<file path="src/rtl/serial_to_parallel_rx.sv">
// serial_to_parallel_rx
// Receive end of a framed serial link. Serial bits on SI, qualified by VI,
// are assembled LSB first into WIDTH-bit words. Each completed word is
// handed to a one-entry output buffer (PO/OK) that the consumer drains
// with ack. The next word can be shifted in while the buffer is still
// waiting for ack.
//
// Ports
//   ck     in   clock; all state updates on the rising edge
//   reset  in   synchronous, active-high reset
//   VI     in   serial valid; high for WIDTH consecutive cycles per word
//   SI     in   serial data; sampled only when VI=1
//   ack    in   consumer accepts PO; effective only when OK=1
//   PO     out  received parallel word (held output buffer)
//   OK     out  PO holds an unacknowledged word
//   busy   out  word reception in progress
//   cnt    out  index of the next bit to be captured
//   err    out  one-cycle pulse: VI dropped mid-word, partial word discarded
//   ovr    out  one-cycle pulse: word completed while buffer full, word dropped

module serial_to_parallel_rx #(
    parameter int unsigned WIDTH = 8
) (
    input  logic                     ck,
    input  logic                     reset,
    input  logic                     VI,
    input  logic                     SI,
    input  logic                     ack,
    output logic [WIDTH-1:0]         PO,
    output logic                     OK,
    output logic                     busy,
    output logic [$clog2(WIDTH)-1:0] cnt,
    output logic                     err,
    output logic                     ovr
);

    localparam int unsigned CNT_W = $clog2(WIDTH);
    localparam logic [CNT_W-1:0] LAST_IDX = CNT_W'(WIDTH - 1);

    typedef enum logic {
        IDLE = 1'b0,
        RECV = 1'b1
    } state_t;

    state_t           state;
    logic [WIDTH-1:0] shift;
    logic [WIDTH-1:0] word_c;

    // Full word as it stands on the completing edge: last bit comes straight from SI.
    assign word_c = {SI, shift[WIDTH-2:0]};

    // busy is decoded from the state register, so it carries no combinational input path.
    assign busy = (state == RECV);

    // Receive FSM, shift register and output buffer.
    always_ff @(posedge ck) begin
        if (reset) begin
            state <= IDLE;
            shift <= '0;
            PO    <= '0;
            OK    <= 1'b0;
            cnt   <= '0;
            err   <= 1'b0;
            ovr   <= 1'b0;
        end else begin
            err <= 1'b0;
            ovr <= 1'b0;

            // Plain ack drains the buffer; a same-cycle completion below overrides this.
            if (OK && ack) begin
                OK <= 1'b0;
            end

            case (state)
                IDLE: begin
                    if (VI) begin
                        shift <= WIDTH'(SI);
                        cnt   <= CNT_W'(1);
                        state <= RECV;
                    end
                end

                RECV: begin
                    if (!VI) begin
                        // Framing error: drop the partial word, leave the buffer alone.
                        err   <= 1'b1;
                        shift <= '0;
                        cnt   <= '0;
                        state <= IDLE;
                    end else if (cnt == LAST_IDX) begin
                        shift <= '0;
                        cnt   <= '0;
                        state <= IDLE;
                        // Buffer is free if empty or being acked in this same cycle.
                        if (!OK || ack) begin
                            PO <= word_c;
                            OK <= 1'b1;
                        end else begin
                            ovr <= 1'b1;
                        end
                    end else begin
                        shift[cnt] <= SI;
                        cnt        <= cnt + CNT_W'(1);
                    end
                end

                default: begin
                    state <= IDLE;
                    cnt   <= '0;
                end
            endcase
        end
    end

endmodule

</file>
<file path="config.mk">
export PLATFORM = sky130hd
export DESIGN_NAME = serial_to_parallel_rx
export DESIGN_NICKNAME = d
export VERILOG_FILES = /design/src/rtl/serial_to_parallel_rx.sv
export SDC_FILE = /design/constraint.sdc
export NUM_CORES = 1
export LEC_CHECK = 0
export CAP_MARGIN = 20
export CORE_MARGIN = 8
export CORE_UTILIZATION = 49
export CTS_CLUSTER_DIAMETER = 100
export DETAILED_ROUTE_END_ITERATION = 12
export HOLD_SLACK_MARGIN = 0.15
export PLACE_DENSITY = 0.76
export SYNTH_ARGS = -nofsm -noshare
export SYNTH_HDL_FRONTEND = slang
export SYNTH_SLANG_ARGS = --single-unit
</file>
<file path="constraint.sdc">
create_clock -name ck -period 1.91 [get_ports ck]
set_input_delay 0.191 -clock ck [delete_from_list [all_inputs] [get_ports ck]]
set_output_delay 0.191 -clock ck [all_outputs]
set_load 0.02 [all_outputs]
</file>
# [Word-level counts from Yosys, hierarchy flattened]
# Cells that the tools add are included.
# Widths: inputs -> output; s select.
[op_classes] n_addsub=1 mux=22 eq_ne=2 n_mul=0 order_cmp=2 bitwise_logic=3 reduce_logical=7 shifts=0 div=0
[op_table] operator="$mux 8" n=3
[op_table] operator="$pmux 8 s2" n=1
[op_table] operator="$mux 1" n=11
[op_table] operator="$mux 3" n=3
[op_table] operator="$bwmux 8" n=1
[op_table] operator="$pmux 3 s2" n=1
[op_table] operator="$lt 3x4->1 const B" n=1
[op_table] operator="$reduce_and 4->1" n=1
[op_table] operator="$reduce_or 4->1" n=1
[op_table] operator="$add 3x1->3 const B" n=1
[op_table] operator="$demux 1 s3" n=1
[op_table] operator="$eq 3x3->1 const B" n=1
[op_table] operator="$ge 3x1->1 const B" n=1
[op_table] operator="$not 1->1" n=3
[op_table] operator="$logic_and 1x1->1" n=2
[op_table] operator="$ne 2x2->1 const B" n=1
[op_table] operator="$pmux 1 s2" n=1
[op_table] operator="$reduce_or 2->1" n=1
[op_table] operator="$logic_not 1->1" n=1
[op_table] operator="$logic_or 1x1->1" n=1
[totals] out_inout_bits=15 word_cells=44 latch_bits=0 inputBits=5 reg_bits=23 n_memories=0 ramBits=0 mem_bits_ro=0

# [Logic depth before layout (Yosys ltp)]
# Gate-level depths: netlist of the first run.
[logic_depth] depth_word=8 ltp_mapped=6 ltp_nobuf=5

# [Least setup slack after synthesis of the first run]
# Ideal clock, no wire load.
[synth_path] kind="register -> register" from="register cnt[1]" to="register shift[0]" t_arrival_ns=1.605 stages_incl_launch_ff=7 setup_time_ns=0.117 slack_ns=0.188 required_time_ns=1.793 path_buffers=1 synth_period_minus_slack_ns=1.722 cell_sequence="dfxtp_1 -> ha_1 -> ha_1 -> and3b_1 -> buf_6 -> a2bb2oi_1 -> a32o_1"
[synth_via] elab_chain_cells=8 word_cells_on_any_way=10 classes_between="order compare: 2; eq/ne: 1; mux: 6; reduce/logical: 1"
[synth_lines] item="start, declared" line="32" source="output logic [$clog2(WIDTH)-1:0] cnt,"
[synth_lines] item="start signal, assigned" line="103" source="cnt <= cnt + CNT_W'(1);"
[synth_lines] item="$lt 3x4->1 (implied by the code) or $ge 3x1->1 (tied branches)" line="102" source="shift[cnt] <= SI;"
[synth_lines] item="$logic_and 1x1->1 (implied by the code)" line="102"
[synth_lines] item="$mux 1 (implied by the code)" line="102"
[synth_lines] item="$demux 1 s3" line="102"
[synth_lines] item="$bwmux 8" line="102"
[synth_lines] item="$mux 8 *" line="90" source="end else if (cnt == LAST_IDX) begin"
[synth_lines] item="$mux 8 *" line="84" source="if (!VI) begin"
[synth_lines] item="$pmux 8 s2 *" line="74" source="case (state)"
[synth_lines] item="end signal, assigned" line="77" source="shift <= WIDTH'(SI);"
[synth_lines] item="end, declared" line="46" source="logic [WIDTH-1:0] shift;"
# Mark *: on every way between the ends. The rest lies on a longest branch, timed or not.
# A chain may end at the register's enable or synchronous reset.

# [Worst setup path in the final report of the first run]
[layout_path] from="register cnt[2]" to="output cnt[2]"
# No word-level cell between the ends.

==> results of run 1 <==
logic make-up after synthesis:
kind of cell	synth area share
AOI/OAI and AO/OA	0.2522
adders and majority gates	0.03746
buffers and inverters	0.06116
DFF	0.4394
and+or+nand+nor	0.2098
metal layers:
| metal | share of wire | GRT usage |
|---|---|---|
| met1 | 0.45 | 0.1389 |
| met2 | 0.47 | 0.2075 |
| met3 | 0.057 | 0.02296 |
| met4 | 0.017 | 0.05980 |
| met5 | 0 | 0 |
worst max path at each step:
stage	to	slack, ps	depth (start not counted)
global route	shift[0]	110	5
detailed placement	shift[0]	200	4
CTS	cnt[2]	160	1
finish	cnt[2]	160	1
floorplan	shift[0]	190	6
global placement	shift[0]	260	4
state kept, by name, summed over array words and instances, names as in the netlist:
| name | cells |
|---|---|
| OK | 1 |
| PO | 8 |
| busy | 1 |
| cnt | 3 |
| err | 1 |
| ovr | 1 |
| shift | 7 |
worst min-delay path, delay by kind of cell (launching register included):
family | cells | cell delay, ps
compound gates | 1 | 50
flops | 1 | 330
simple gates | 1 | 60
power groups by stage:
stage          Sequential [mW]  Combinational [mW]  Clock [mW]
4_1_cts                  0.470              0.0711       0.372
3_5_place_dp             0.480              0.0710           0
2_1_floorplan            0.485              0.0428           0
6_report                 0.470              0.0713       0.370
3_3_place_gp             0.480              0.0700           0
5_1_grt                  0.471              0.0776       0.385
final cells by class:
cell class | count | area share
clock buffer | 3 | 0.01822
clock inverter | 1 | 0.02429
inverter | 1 | 0.003036
multi-input combinational | 80 | 0.4049
sequential | 22 | 0.3563
tap | 27 | 0.02733
timing repair buffer | 21 | 0.1660
cell usage in the layout (no fill, tap or decap), types with 2 or more instances in the layout:
master | Yosys | layout
nor3_1 | 2 | 2
buf_4 | 1 | 2
clkdlybuf4s50_1 | 0 | 19
a21oi_1 | 17 | 17
nand2b_1 | 3 | 3
clkbuf_4 | 0 | 3
o21ai_0 | 8 | 8
nor2b_1 | 4 | 4
dfxtp_1 | 22 | 22
nor2_1 | 2 | 2
o221ai_1 | 6 | 6
o21a_1 | 2 | 2
nand3_1 | 15 | 15
nand2_1 | 3 | 3
ha_1 | 3 | 3
==> results.sh, run 1 <==
export IMPL_crit_chain="clkdlybuf4s50_1"
export IMPL_synth_top_area_frac=0.4395
export IMPL_synth_most_common_cell="dfxtp_1"
export IMPL_final_area_um2=1236
export IMPL_syn_area_um2=1002
export IMPL_drtAntennaViolNets=0
export IMPL_ys_warn_count=0
export IMPL_postLayoutCoreUtil=0.6366
export IMPL_grt_max_degree=16
export IMPL_cts_buffers_inserted=3
export IMPL_dp_cells=151
export IMPL_register_area_um2=440.4
export IMPL_finalHoldViolCount=0
export IMPL_root_buffer="clkbuf_4"
export IMPL_cp_end_kind="output pin"
export IMPL_hold_class="reg -> reg"
export IMPL_initialDrtViolationCount=22
export IMPL_yosysUniqueCellTypes=32
export IMPL_drt_total_wl_um=2194
export IMPL_cts_tree="built"
export IMPL_cts_buffer_depth=2
export IMPL_drv_cap=0
export IMPL_arrival_ps=1560
export IMPL_placed_area_um2=1184
export IMPL_synth_area_leaders="dfxtp_1, a21oi_1, nand3_1"
export IMPL_fin_hold_ws_ps=468.4
export IMPL_io_buffers=19
export IMPL_hold_buffers=0
export IMPL_outcome="completed"
export IMPL_hold_path_depth=2
export IMPL_drc=0
export IMPL_fillCellCount=182
export IMPL_min_period_over_period=0.9168
export IMPL_fin_ws_ps=158.9
export IMPL_die_area_um2=3749
export IMPL_reg2regPathDepth=5
export IMPL_irDropWorstVdd_mv=0.5005
export IMPL_cts_resized=0
export IMPL_worst_slew_pin_slew_ps=474.2
export IMPL_grt_pass1_wl_um=3456
export IMPL_swShare=0.2251
export IMPL_r2r_end="shift[0]"
export IMPL_design_core_area_um2=1942
export IMPL_crit_path_max_fanout=12
export IMPL_critPathKind="reg -> out"
export IMPL_postCtsSetupBuffers=0
export IMPL_die_x_um=61.23
export IMPL_worstSetupStartpointType="flop"
export IMPL_grt_overflow=0
export IMPL_slew_viol_final=0
export IMPL_p_int_mw=0.7065
export IMPL_worstHoldStart="shift[0]"
export IMPL_num_antenna_cells=0
export IMPL_setup_viol=0
export IMPL_grt_util_all_layers=0.1209
export IMPL_rsz0062_at_grt="false"
export IMPL_power_frac_comb=0.078
export IMPL_regToRegSetupSlack_ps=190
export IMPL_syn_nets=119
export IMPL_pin_count=20
export IMPL_stdcell_count=155
export IMPL_first_pass_iters=4
export IMPL_wl_per_cell_um=14.15
export IMPL_vias=890
export IMPL_ys_ff_latch=22
export IMPL_power_density_nw_per_um2=737.6
export IMPL_fin_skew_ps=3.064
export IMPL_reg2reg_from="cnt[1]"
export IMPL_required_ps=1720
export IMPL_pwr_share_clk=0.406
export IMPL_synth_top_cell_by_area="dfxtp_1"
export IMPL_fmax_ghz=0.5711
export IMPL_place_ws_ps=203.5
export IMPL_critPathBufInv=1
export IMPL_synthTopCellsByCount="dfxtp_1, a21oi_1, nand3_1, o21ai_0, o221ai_1"
export IMPL_cpPeakStageDelay_ps=680
export IMPL_path_clk_slew_ps=140
export IMPL_grt_pass1_vias=777
export IMPL_min_to="PO[0]"
export IMPL_critPathSlowestCell="clkdlybuf4s50_1"
export IMPL_synthFlopType="dfxtp_1"
export IMPL_num_nets_final=137
export IMPL_setup_tns_ps=0
export IMPL_synth_edff_count=0
export IMPL_cts_sinks=22
export IMPL_worstSetupStartpoint="cnt[2]"
export IMPL_switching_power_mw=0.2053
export IMPL_start_util=0.5161
export IMPL_place_gp_congestion=0.9102
export IMPL_slew_headroom=0.6829
export IMPL_p_total_mw=0.9118
export IMPL_area_delta_synth_final_pct=23.35
export IMPL_rows=16
export IMPL_cts_htree_levels=1
export IMPL_period_minus_slack_ps=1751
export IMPL_async_flop_share=0
export IMPL_ys_seq_area_frac=0.4395
export IMPL_p_leak_nw=0.4152
export IMPL_syn_area_per_cell_um2=9.029
export IMPL_viasPerCell=5.742
export IMPL_crit_family="buffers and inverters"
export IMPL_antenna_found_initial=0
export IMPL_final_layout_size_suffix_gt1_frac=0.1016
export IMPL_die_height_um=61.23
export IMPL_synthCells=111
export IMPL_p_seq_frac=0.515
export IMPL_clk_latency_ps=320
export IMPL_dp_hpwl_um=1583
export IMPL_multi_input_area_um2=500.5
No activity file was read; power rests on OpenSTA's default activity.
==> inputs of run 2 (changes only) <==
CAP_MARGIN = 15   (was 20)
==> results of run 2 <==
No change in the layout: final DEF, timing and power equal those of run 1.
==> inputs of run 3 (changes only) <==
PLACE_DENSITY = default   (was 0.76)
PLACE_DENSITY_LB_ADDON = 0.2   (was default)
==> run 3 against run 2 <==
Compared with the run above:
- worst setup slack improved by 27 ps
- combinational power up 5.0%
- sequential cell count unchanged
- clock skew about the same
- power decreased by 13%
- sequential power about the same
- non-clock buffer count rose by 2
- sequential share of layout area is essentially flat
- first-iteration DRC count fell by 18%
- utilization decreased by 0.064 points
- wire length is 2.0% higher
- fmax rose by 1.6%
- highest routed layer unchanged
==> results.sh, run 3 (same netlist as run 1, synthesis figures left out) <==
export IMPL_hold_buffers=0
export IMPL_crit_chain="clkdlybuf4s50_1"
export IMPL_p_total_mw=0.7957
export IMPL_area_delta_synth_final_pct=23.22
export IMPL_path_clk_slew_ps=120
export IMPL_drtAntennaViolNets=0
export IMPL_pin_count=20
export IMPL_first_pass_iters=4
export IMPL_fin_skew_ps=2.858
export IMPL_initialDrtViolationCount=18
export IMPL_worstHoldStart="shift[0]"
export IMPL_cts_buffer_depth=2
export IMPL_placed_area_um2=1199
export IMPL_fmax_ghz=0.5800
export IMPL_cts_sinks=22
export IMPL_num_antenna_cells=0
export IMPL_grt_util_all_layers=0.1236
export IMPL_critPathKind="reg -> out"
export IMPL_outcome="completed"
export IMPL_grt_pass1_wl_um=3553
export IMPL_crit_path_max_fanout=12
export IMPL_num_nets_final=139
export IMPL_period_minus_slack_ps=1724
export IMPL_drv_cap=0
export IMPL_final_cell_mix="dfxtp_1, clkdlybuf4s50_1, a21oi_1, nand3_1, o21ai_0"
export IMPL_design_core_area_um2=1942
export IMPL_dp_hpwl_um=1672
export IMPL_worstSetupStartpoint="cnt[2]"
export IMPL_worst_slew_pin_slew_ps=493.7
export IMPL_largest_register_ffs=8
export IMPL_worstSetupStartpointType="flop"
export IMPL_m1WireLength_um=978
export IMPL_grt_overflow=0
export IMPL_vias=897
export IMPL_crit_family="buffers and inverters"
export IMPL_hold_path_depth=2
export IMPL_finalHoldViolCount=0
export IMPL_antenna_found_initial=0
export IMPL_hold_class="reg -> reg"
export IMPL_fillCellCount=175
export IMPL_start_util=0.5161
export IMPL_wl_met3_um=154
export IMPL_min_to="PO[0]"
export IMPL_power_density_nw_per_um2=644.3
export IMPL_min_period_over_period=0.9028
export IMPL_drc=0
export IMPL_final_common_cell="dfxtp_1"
export IMPL_slew_headroom=0.6698
export IMPL_final_layout_size_suffix_gt1_frac=0.1154
export IMPL_reg2regPathDepth=5
export IMPL_dr_max_layer_used="met4"
export IMPL_slew_viol_final=0
export IMPL_rows=16
export IMPL_regToRegSetupSlack_ps=220
export IMPL_p_leak_nw=0.4185
export IMPL_cp_end_kind="output pin"
export IMPL_rsz0062_at_grt="false"
export IMPL_critPathBufInv=1
export IMPL_grt_max_degree=17
export IMPL_cts_tree="built"
export IMPL_place_gp_congestion=0.8429
export IMPL_cts_resized=0
export IMPL_viasPerCell=5.713
export IMPL_die_height_um=61.23
export IMPL_die_x_um=61.23
export IMPL_root_buffer="clkbuf_4"
export IMPL_wl_met2_um=1091
export IMPL_reg2reg_from="cnt[0]"
export IMPL_cpPeakStageDelay_ps=680
export IMPL_largestRegisters="PO (8), shift (7), cnt (3)"
export IMPL_grt_pass1_vias=802
export IMPL_die_area_um2=3749
export IMPL_postCtsSetupBuffers=0
export IMPL_wl_per_cell_um=14.25
export IMPL_cts_htree_levels=1
export IMPL_r2r_end="shift[0]"
export IMPL_setup_tns_ps=0
export IMPL_top_register="PO"
export IMPL_drt_total_wl_um=2238
export IMPL_final_area_um2=1235
export IMPL_critPathSlowestCell="clkdlybuf4s50_1"
export IMPL_required_ps=1720
export IMPL_irDropWorstVdd_mv=0.3173
export IMPL_setup_viol=0
export IMPL_clk_latency_ps=300
export IMPL_arrival_ps=1530
export IMPL_cts_buffers_inserted=3
export IMPL_io_buffers=19
run 3: cell types whose count changed in the layout (fill, tap and decap cells not counted), sizes merged:
cell	delta
buf	+2
bufinv	-1
clkbuf	+1
run 3: per-stage QoR:
stage	worst slack [ps]	std cells	util	hold WS (ps)
floorplan	188.0	111	-	268.2
detailed placement	184.8	153	0.6173	452.3
global placement	255.8	153	0.6173	451.7
global route	116.0	157	0.6360	484.9
CTS	173.2	157	0.6360	472.5
finish	185.7	157	0.6360	471.0
run 3: worst reg2reg max path, cell delays in order (launching register included):
cell and delay, ps:
dfxtp_1 500, ha_1 230, ha_1 220, and3b_1 270
a2bb2oi_1 160, a32o_1 220
run 3: metal layers:
metal / up-vias / global-route usage
li1: 451 / -
met1: 421 / 0.1393
met2: 23 / 0.2179
met3: 2 / 0.03340
met4: 0 / 0.03987
met5: - / 0
run 3: cell type report:
cell class / count / area (um2) / area share
multi-input cells: 80 / 500.5 / 0.4053
flip-flops and latches: 22 / 440.4 / 0.3566
repair buffers: 23 / 220.2 / 0.1783
clock buffers: 4 / 36.28 / 0.02938
well taps: 27 / 33.78 / 0.02736
inverters: 1 / 3.754 / 0.003040
run 3: worst max path at each step:
stage | to | slack [ps] | cells past startpoint
finish | cnt[2] | 190 | 1
floorplan | shift[0] | 190 | 6
CTS | cnt[2] | 170 | 1
global route | shift[0] | 120 | 5
detailed placement | shift[1] | 180 | 4
global placement | shift[6] | 260 | 4
run 3: power by group:
part | switching (mW) | internal, mW
Sequential | 0.00486 | 0.464
Combinational | 0.0429 | 0.0320
Clock | 0.136 | 0.116
